**src/rtl/cdb_arbiter.sv**
```systemverilog
// Completion stage: one holding slot per FU, round-robin broadcast of
// up to CDB_W results per cycle on the common data bus.
module cdb_arbiter #(
  parameter int NUM_FU = 4,
  parameter int CDB_W  = 2,
  parameter int TAG_W  = 5,
  parameter int XLEN   = 32,
  localparam int IDX_W = (NUM_FU > 1) ? $clog2(NUM_FU) : 1
) (
  input  logic                    clock,
  input  logic                    reset,
  input  logic                    squash,
  input  logic [NUM_FU-1:0]       fu_valid,
  input  logic [NUM_FU*TAG_W-1:0] fu_tag,
  input  logic [NUM_FU*XLEN-1:0]  fu_value,
  input  logic [NUM_FU-1:0]       fu_take_branch,
  output logic [NUM_FU-1:0]       fu_stall,
  output logic [CDB_W-1:0]        cdb_valid,
  output logic [CDB_W*TAG_W-1:0]  cdb_tag,
  output logic [CDB_W*XLEN-1:0]   cdb_value,
  output logic [CDB_W-1:0]        cdb_take_branch,
  output logic [CDB_W*IDX_W-1:0]  cdb_fu_idx
);

  localparam int CNT_W = $clog2(CDB_W + 1);

  logic [NUM_FU-1:0] r_full;
  logic [TAG_W-1:0]  r_tag [NUM_FU];
  logic [XLEN-1:0]   r_value [NUM_FU];
  logic [NUM_FU-1:0] r_br;
  logic [IDX_W-1:0]  r_rr_ptr;

  logic [NUM_FU-1:0]            w_granted;
  logic [NUM_FU-1:0]            w_stall;
  logic                         w_any;
  logic [IDX_W-1:0]             w_last;
  logic [IDX_W-1:0]             w_idx;
  logic [CNT_W-1:0]             w_cnt;
  logic [CDB_W-1:0]             w_lane_vld;
  logic [CDB_W-1:0][IDX_W-1:0]  w_lane_fu;

  // Scan from rr_ptr; the first CDB_W full slots fill lanes in order.
  always_comb begin
    w_granted  = '0;
    w_any      = 1'b0;
    w_last     = '0;
    w_idx      = '0;
    w_cnt      = '0;
    w_lane_vld = '0;
    w_lane_fu  = '0;
    for (int k = 0; k < NUM_FU; k++) begin
      w_idx = r_rr_ptr + IDX_W'(k);
      if (r_full[w_idx] && (w_cnt < CNT_W'(CDB_W))) begin
        for (int l = 0; l < CDB_W; l++) begin
          if (w_cnt == CNT_W'(l)) begin
            w_lane_vld[l] = 1'b1;
            w_lane_fu[l]  = w_idx;
          end
        end
        w_granted[w_idx] = 1'b1;
        w_last           = w_idx;
        w_any            = 1'b1;
        w_cnt            = w_cnt + CNT_W'(1);
      end
    end
  end

  assign w_stall  = r_full & ~w_granted & {NUM_FU{~squash}};
  assign fu_stall = w_stall;

  always_comb begin
    cdb_valid       = '0;
    cdb_tag         = '0;
    cdb_value       = '0;
    cdb_take_branch = '0;
    cdb_fu_idx      = '0;
    for (int l = 0; l < CDB_W; l++) begin
      if (w_lane_vld[l] && !squash) begin
        cdb_valid[l]                 = 1'b1;
        cdb_tag[l*TAG_W +: TAG_W]    = r_tag[w_lane_fu[l]];
        cdb_value[l*XLEN +: XLEN]    = r_value[w_lane_fu[l]];
        cdb_take_branch[l]           = r_br[w_lane_fu[l]];
        cdb_fu_idx[l*IDX_W +: IDX_W] = w_lane_fu[l];
      end
    end
  end

  always_ff @(posedge clock or posedge reset) begin
    if (reset) begin
      r_full   <= '0;
      r_br     <= '0;
      r_rr_ptr <= '0;
      for (int i = 0; i < NUM_FU; i++) begin
        r_tag[i]   <= '0;
        r_value[i] <= '0;
      end
    end else if (squash) begin
      r_full <= '0;
    end else begin
      for (int i = 0; i < NUM_FU; i++) begin
        if (fu_valid[i] && !w_stall[i]) begin
          r_full[i]  <= 1'b1;
          r_tag[i]   <= fu_tag[i*TAG_W +: TAG_W];
          r_value[i] <= fu_value[i*XLEN +: XLEN];
          r_br[i]    <= fu_take_branch[i];
        end else if (w_granted[i]) begin
          r_full[i] <= 1'b0;
        end
      end
      if (w_any) r_rr_ptr <= w_last + IDX_W'(1);
    end
  end

endmodule

```
**config.mk**
```make
export PLATFORM = sky130hd
export DESIGN_NAME = cdb_arbiter
export DESIGN_NICKNAME = d
export VERILOG_FILES = /design/src/rtl/cdb_arbiter.sv
export SDC_FILE = /design/constraint.sdc
export NUM_CORES = 1
export LEC_CHECK = 0
export BUFFER_PORTS_ARGS = -buffer_cell sky130_fd_sc_hd__buf_2
export CAP_MARGIN = 20
export CORE_UTILIZATION = 49
export CTS_CLUSTER_SIZE = 30
export DETAILED_ROUTE_END_ITERATION = 12
export PLACE_DENSITY = 0.74
export SYNTH_ARGS = -nofsm -noshare
export SYNTH_HDL_FRONTEND = slang
export SYNTH_SLANG_ARGS = --single-unit
```
**constraint.sdc**
```tcl
create_clock -name clock -period 6.3 [get_ports clock]
set_input_delay 0.315 -clock clock [delete_from_list [all_inputs] [get_ports clock]]
set_output_delay 0.315 -clock clock [all_outputs]
set_load 0.05 [all_outputs]
```
==> results of run 1 <==
[routing by layer]
metal,track usage,wire length [um]
met3,0.0528,1420
met4,0.106,602
met5,0,0
met1,0.364,12000
met2,0.448,13800
[per-stage QoR]
| stage | setup slack [ns] | hold WS [ns] | utilization | area [um^2] | std cells |
|---|---|---|---|---|---|
| floorplan | 0.812 | 0.450 | - | 9680 | 792 |
| global placement | 1.19 | 0.491 | 0.572 | 11100 | 1246 |
| detailed placement | 1.04 | 0.508 | 0.572 | 11100 | 1246 |
| CTS | 0.582 | 0.0862 | 0.604 | 11700 | 1278 |
| global route | 0.209 | 0.0970 | 0.605 | 11700 | 1284 |
| finish | 0.539 | 0.0633 | 0.606 | 11700 | 1287 |
[worst register-to-register path, stage by stage, from the launching register on]
cell and delay, ns:
dfrtp_1 0.60, inv_1 0.26, ha_1 0.34, buf_4 0.21, mux4_2 0.45, inv_1 0.15
ha_1 0.32, nor2_1 0.09, a21boi_1 0.29, and2_1 0.43, a221oi_4 0.14, nor2_4 0.61
buf_4 0.47, mux2_2 0.41
[cells by family (layout without fill, tap and decap cells)]
kind of cell | after synthesis | after routing
fa+ha+maj | 12 | 12
xor+xnor | 2 | 2
compound gates | 152 | 152
mux | 314 | 314
buf+inv | 85 | 306
simple gates | 69 | 69
flops | 158 | 158
other cells | 0 | 9
[registers in the layout, summed over array words and instances, names as in the netlist]
| signal | cells |
|---|---|
| r_br | 4 |
| r_full | 4 |
| r_rr_ptr | 2 |
| r_tag | 20 |
| r_value | 128 |
[area by class of cell]
type,instances,area [um^2],share of cell area
Inverter,14,57.6,0.00490
Tap cell,265,332,0.0282
Multi-Input combinational cell,549,5360,0.456
Sequential cell,158,3950,0.337
Clock inverter,11,181,0.0154
Antenna cell,9,22.5,0.00192
Clock buffer,21,450,0.0383
Timing Repair Buffer,260,1390,0.118
[how the worst max path moves through the flow]
| stage | startpoint | to | slack, ns | cells after the start |
|---|---|---|---|---|
| floorplan | r_rr_ptr[0] | cdb_tag[1] | 0.81 | 17 |
| global placement | r_rr_ptr[1] | cdb_tag[7] | 1.19 | 14 |
| global route | r_rr_ptr[1] | cdb_value[15] | 0.21 | 14 |
| detailed placement | r_rr_ptr[1] | cdb_value[15] | 1.04 | 14 |
| finish | r_rr_ptr[1] | cdb_value[15] | 0.54 | 14 |
| CTS | r_rr_ptr[1] | cdb_value[15] | 0.58 | 14 |
[cells in the final DEF, fill, tap and decap left out, drive strengths merged, types with 2 or more instances in the layout]
cell type and count:
dfrtp 158, mux2 163, and3b 3, o32ai 17
buf 260, a2bb2oi 2, and2 5, diode 9
nand3 8, a21oi 7, mux2i 147, a221oi 4
mux4 4, inv 14, nor3 3, a2111oi 2
bufinv 4, clkbuf 21, a31oi 3, nand2b 4
o22ai 76, ha 12, nor3b 2, nor2b 3
nand2 23, xor2 2, a22oi 5, nor2 12
o21ai 7, o31a 4, clkinvlp 2, clkinv 5
o221ai 17
==> impl_metrics.csv, run 1 <==
group,metric,value,unit
global_routing,antenna_found_initial,8,
global_routing,grt_usage,0.276,
setup_path,reg2reg_from,"r_rr_ptr[1]",
setup_path,cp_max_fo,23,
floorplanning,rows,51,
logic_synthesis,synth_top_family_by_area,"multiplexers",
routing,wire_per_inst,21.7,um
sta,max_freq,0.174,GHz
logic_synthesis,synthesis.area,9680,um^2
setup_path,crit_chain,"inv_1 > ha_1 > buf_4 > mux4_2 > inv_1 > ha_1 > and3b_1 > o31a_1 > o21ai_1 > nor3_1 > a31oi_4 > buf_4 > o22ai_1 > buf_2",
setup_path,required,5.98,ns
clocking,numCtsBuffers,17,
setup_path,rr_endpoint,"r_value[30]",
layout,drive_gt1_frac,0.452,
sta,layout_min_cycle_time,5.76,ns
floorplanning,coreArea,19400,um^2
layout,fill_cells,1659,
clocking,h-tree-depth,4,
sta,rsz0062_at_grt,"false",
run,cap_violations,0,
logic_synthesis,synth-seq-cells,158,
sta,finalCritPeriodShare,0.914,
routing,dr.first_iter.drc_count,481,
layout,area.growth.synth_to_final,21.4,%
setup_path,ff2ff_setup_slack,1.40,ns
logic_synthesis,synth_area_leaders,"dfrtp_1, mux2i_1, mux2_2",
setup_path,crit_buf_inv,5,
logic_synthesis,yosys.area_share.simple,0.0362,
setup_path,cpMaxStageDelayCell,"dfrtp_1",
global_routing,grt_overflow_total,0,
sta,worstMarginPinSlew,1.09,ns
logic_synthesis,synth_edf_count,0,
logic_synthesis,ys_seq_area_frac,0.408,
floorplanning,die_x,143,um
clocking,worstSkewPairLatency,0.43,ns
placement,io_buffers,244,
sta,setup_viol,0,
routing,ant_nets,0,
setup_path,reg2reg_depth,13,
routing,via_count,7688,
clocking,root_buffer,"clkbuf_16",
global_routing,grt_pass1_vias,7474,
logic_synthesis,synthTopCellsByCount,"dfrtp_1, mux2i_1, mux2_2",
logic_synthesis,syn_nets,963,
floorplanning,die_area,20300,um^2
logic_synthesis,synthArstFlopShare,1.00,
sta,hold_viol,0,
logic_synthesis,synth_xor_xnor_area_share,0.00181,
logic_synthesis,synth_cells,792,
run_status,status,"finished, final reports clean",
logic_synthesis,yosys_most_used_dff,"dfrtp_1",
logic_synthesis,synth_fa_ha_area_frac,0.0155,
sta,skew,0.00857,ns
setup_path,end_kind,"primary output",
floorplanning,die_h,143,um
setup_path,cp.arrival,5.45,ns
logic_synthesis,synth_top_area_share,0.408,
logic_synthesis,synth.distinct_cells,52,
setup_path,start_kind,"register",
layout,fin_nets,1171,
routing,drc_errors,0,
placement,hpwlAfterDp,18800,um
logic_synthesis,muxShareOfSynthArea,0.374,
clocking,cts_buffer_depth,2,
sta,tns,0,ns
floorplanning,io-pin-count,245,
placement,gp_congestion,0.928,
setup_path,critical_path_class,"reg2out",
setup_path,cp_top_family,"compound AO/OA/AOI/OAI gates",
logic_synthesis,postSynthAreaPerCell,12.2,um^2
clocking,cts_resized,0,
routing,drt_wl_total,27900,um
clocking,path_clk_slew,0.07,ns
logic_synthesis,synth_most_common_cell,"dfrtp_1",
clocking,ctsHoldBuffers,0,
clocking,cts.sinks,158,
setup_path,cpPeakStageDelay,0.60,ns
routing,vias_per_cell,5.97,
routing,drtPass1Iterations,5,
floorplanning,initial_utilization,0.499,
global_routing,grt_pass1_wl,42400,um
clocking,cts_setup_buffers,0,
logic_synthesis,synth_warnings,0,
logic_synthesis,synth_top_area_cell,"dfrtp_1",
sta,slew_viol_final,0,
sta,slew-limit-headroom,0.271,
global_routing,grt_max_degree,91,
hold_path,hold_class,"in2async",
logic_synthesis,synth-compound-area-share,0.115,
clocking,cts_tree,"done",
Power of run 1 is left out: the tool's default activity adds up to more than one toggle a clock period on the data nets, which glitch-free logic cannot reach.
==> run 2, diff against run 1 <==
--- a/config.mk
+++ b/config.mk
@@ -10,7 +10,9 @@
 export CORE_UTILIZATION = 49
 export CTS_CLUSTER_SIZE = 30
 export DETAILED_ROUTE_END_ITERATION = 12
+export HOLD_SLACK_MARGIN = 0.1
 export PLACE_DENSITY = 0.74
+export SKIP_CTS_REPAIR_TIMING = 1
 export SYNTH_ARGS = -nofsm -noshare
 export SYNTH_HDL_FRONTEND = slang
 export SYNTH_SLANG_ARGS = --single-unit
==> impl_metrics.csv, run 2 (synthesis results as in run 1) <==
group,metric,value,unit
routing,topRoutingLayerUsed,"met4",
global_routing,grt_pass1_wl,42400,um
run_status,status,"finished, final reports clean",
setup_path,cpMaxStageDelayCell,"dfrtp_1",
routing,wl_met2,13900,um
sta,rsz0062_at_grt,"false",
clocking,worstSkewPairLatency,0.43,ns
global_routing,grt_usage,0.276,
layout,largest_reg_flops,128,
global_routing,grt_max_degree,91,
floorplanning,die_x,143,um
layout,largest-register,"r_value",
layout,layout_common_cells,"buf_2, dfrtp_1, mux2i_1",
placement,gp_congestion,0.928,
routing,drc_errors,0,
placement,io_buffers,244,
sta,hold_ws,0.0599,ns
setup_path,ff2ff_setup_slack,1.42,ns
clocking,path_clk_slew,0.07,ns
sta,max_freq,0.173,GHz
global_routing,grt_pass1_vias,7474,
routing,vias_per_cell,5.97,
clocking,cts_buffer_depth,2,
placement,hpwlAfterDp,18800,um
setup_path,required,5.98,ns
routing,met1_length,12000,um
routing,drt_wl_total,27900,um
setup_path,cpPeakStageDelay,0.61,ns
layout,final_common_cell,"buf_2",
setup_path,crit_chain,"inv_1 > ha_1 > buf_4 > mux4_2 > inv_1 > ha_1 > and3b_1 > o31a_1 > o21ai_1 > nor3_1 > a31oi_4 > buf_4 > o22ai_1 > buf_2",
floorplanning,initial_utilization,0.499,
layout,fin_nets,1172,
routing,wire_per_inst,21.7,um
floorplanning,die_h,143,um
sta,slew-limit-headroom,0.266,
clocking,h-tree-depth,4,
routing,dr.first_iter.drc_count,464,
routing,via_count,7685,
hold_path,hold_class,"in2async",
clocking,cts.sinks,158,
setup_path,cp_max_fo,23,
setup_path,critical_path_class,"reg2out",
sta,tns,0,ns
sta,layout_min_cycle_time,5.77,ns
sta,slew_viol_final,0,
clocking,cts_tree,"done",
layout,area.growth.synth_to_final,21.5,%
global_routing,antenna_found_initial,8,
routing,ant_nets,0,
sta,hold_viol,0,
clocking,numCtsBuffers,17,
layout,drive_gt1_frac,0.452,
clocking,root_buffer,"clkbuf_16",
global_routing,grt_overflow_total,0,
routing,route.met3.wl,1430,um
routing,drtPass1Iterations,5,
setup_path,start_kind,"register",
sta,skew,0.00789,ns
floorplanning,die_area,20300,um^2
floorplanning,rows,51,
sta,setup_viol,0,
floorplanning,coreArea,19400,um^2
setup_path,cp.arrival,5.45,ns
sta,worstMarginPinSlew,1.10,ns
layout,top_regs,"r_value x128, r_tag x20",
layout,fill_cells,1658,
setup_path,end_kind,"primary output",
floorplanning,io-pin-count,245,
sta,finalCritPeriodShare,0.915,
run,cap_violations,0,
[run 2: cell count changes in the layout (fill, tap and decap cells not counted), sizes merged]
cell / change
dlygate4sd3: +1
[run 2: final timing paths]
kind,to,cells after the start,start
worst max-delay path,cdb_value[15],14,r_rr_ptr[1]
worst min-delay path,r_value[122],2,reset
worst max register to register,r_value[30],13,r_rr_ptr[1]
worst min register to register,r_value[9],1,r_value[9]
max in group asynchronous,r_value[41],3,reset
min in group clock,r_value[12],2,fu_value[108]
[run 2: metrics by stage]
step	util	std cells	area, um^2	setup slack, ns
floorplan	-	792	9680	0.812
global placement	0.572	1246	11100	1.19
detailed placement	0.572	1246	11100	1.04
CTS	0.604	1278	11700	0.582
global route	0.606	1285	11700	0.209
finish	0.606	1288	11800	0.534
[run 2: per-layer routing]
layer	global-route usage	vias to the layer above
met5	0	-
met4	0.106	0
met3	0.0528	36
met2	0.448	279
met1	0.364	3913
li1	-	3457
[run 2: cell type report]
cell class	instances	area [um^2]	share of cell area
antenna	9	22.5	0.00192
clock buffer	21	450	0.0383
clock inverter	11	181	0.0154
inverter	14	57.6	0.00490
multi-input combinational	549	5360	0.456
sequential	158	3950	0.336
tap	265	332	0.0282
timing repair buffer	261	1400	0.119
[run 2: critical path: cells and delay by family, from the launching register on]
family / cells / cell delay [ns]
flops: 1 / 0.61
compound gates: 4 / 1.56
fa+ha+maj: 2 / 0.67
simple gates: 2 / 0.41
mux: 1 / 0.44
buf+inv: 5 / 1.30
Power of run 2 is left out for the same reason.
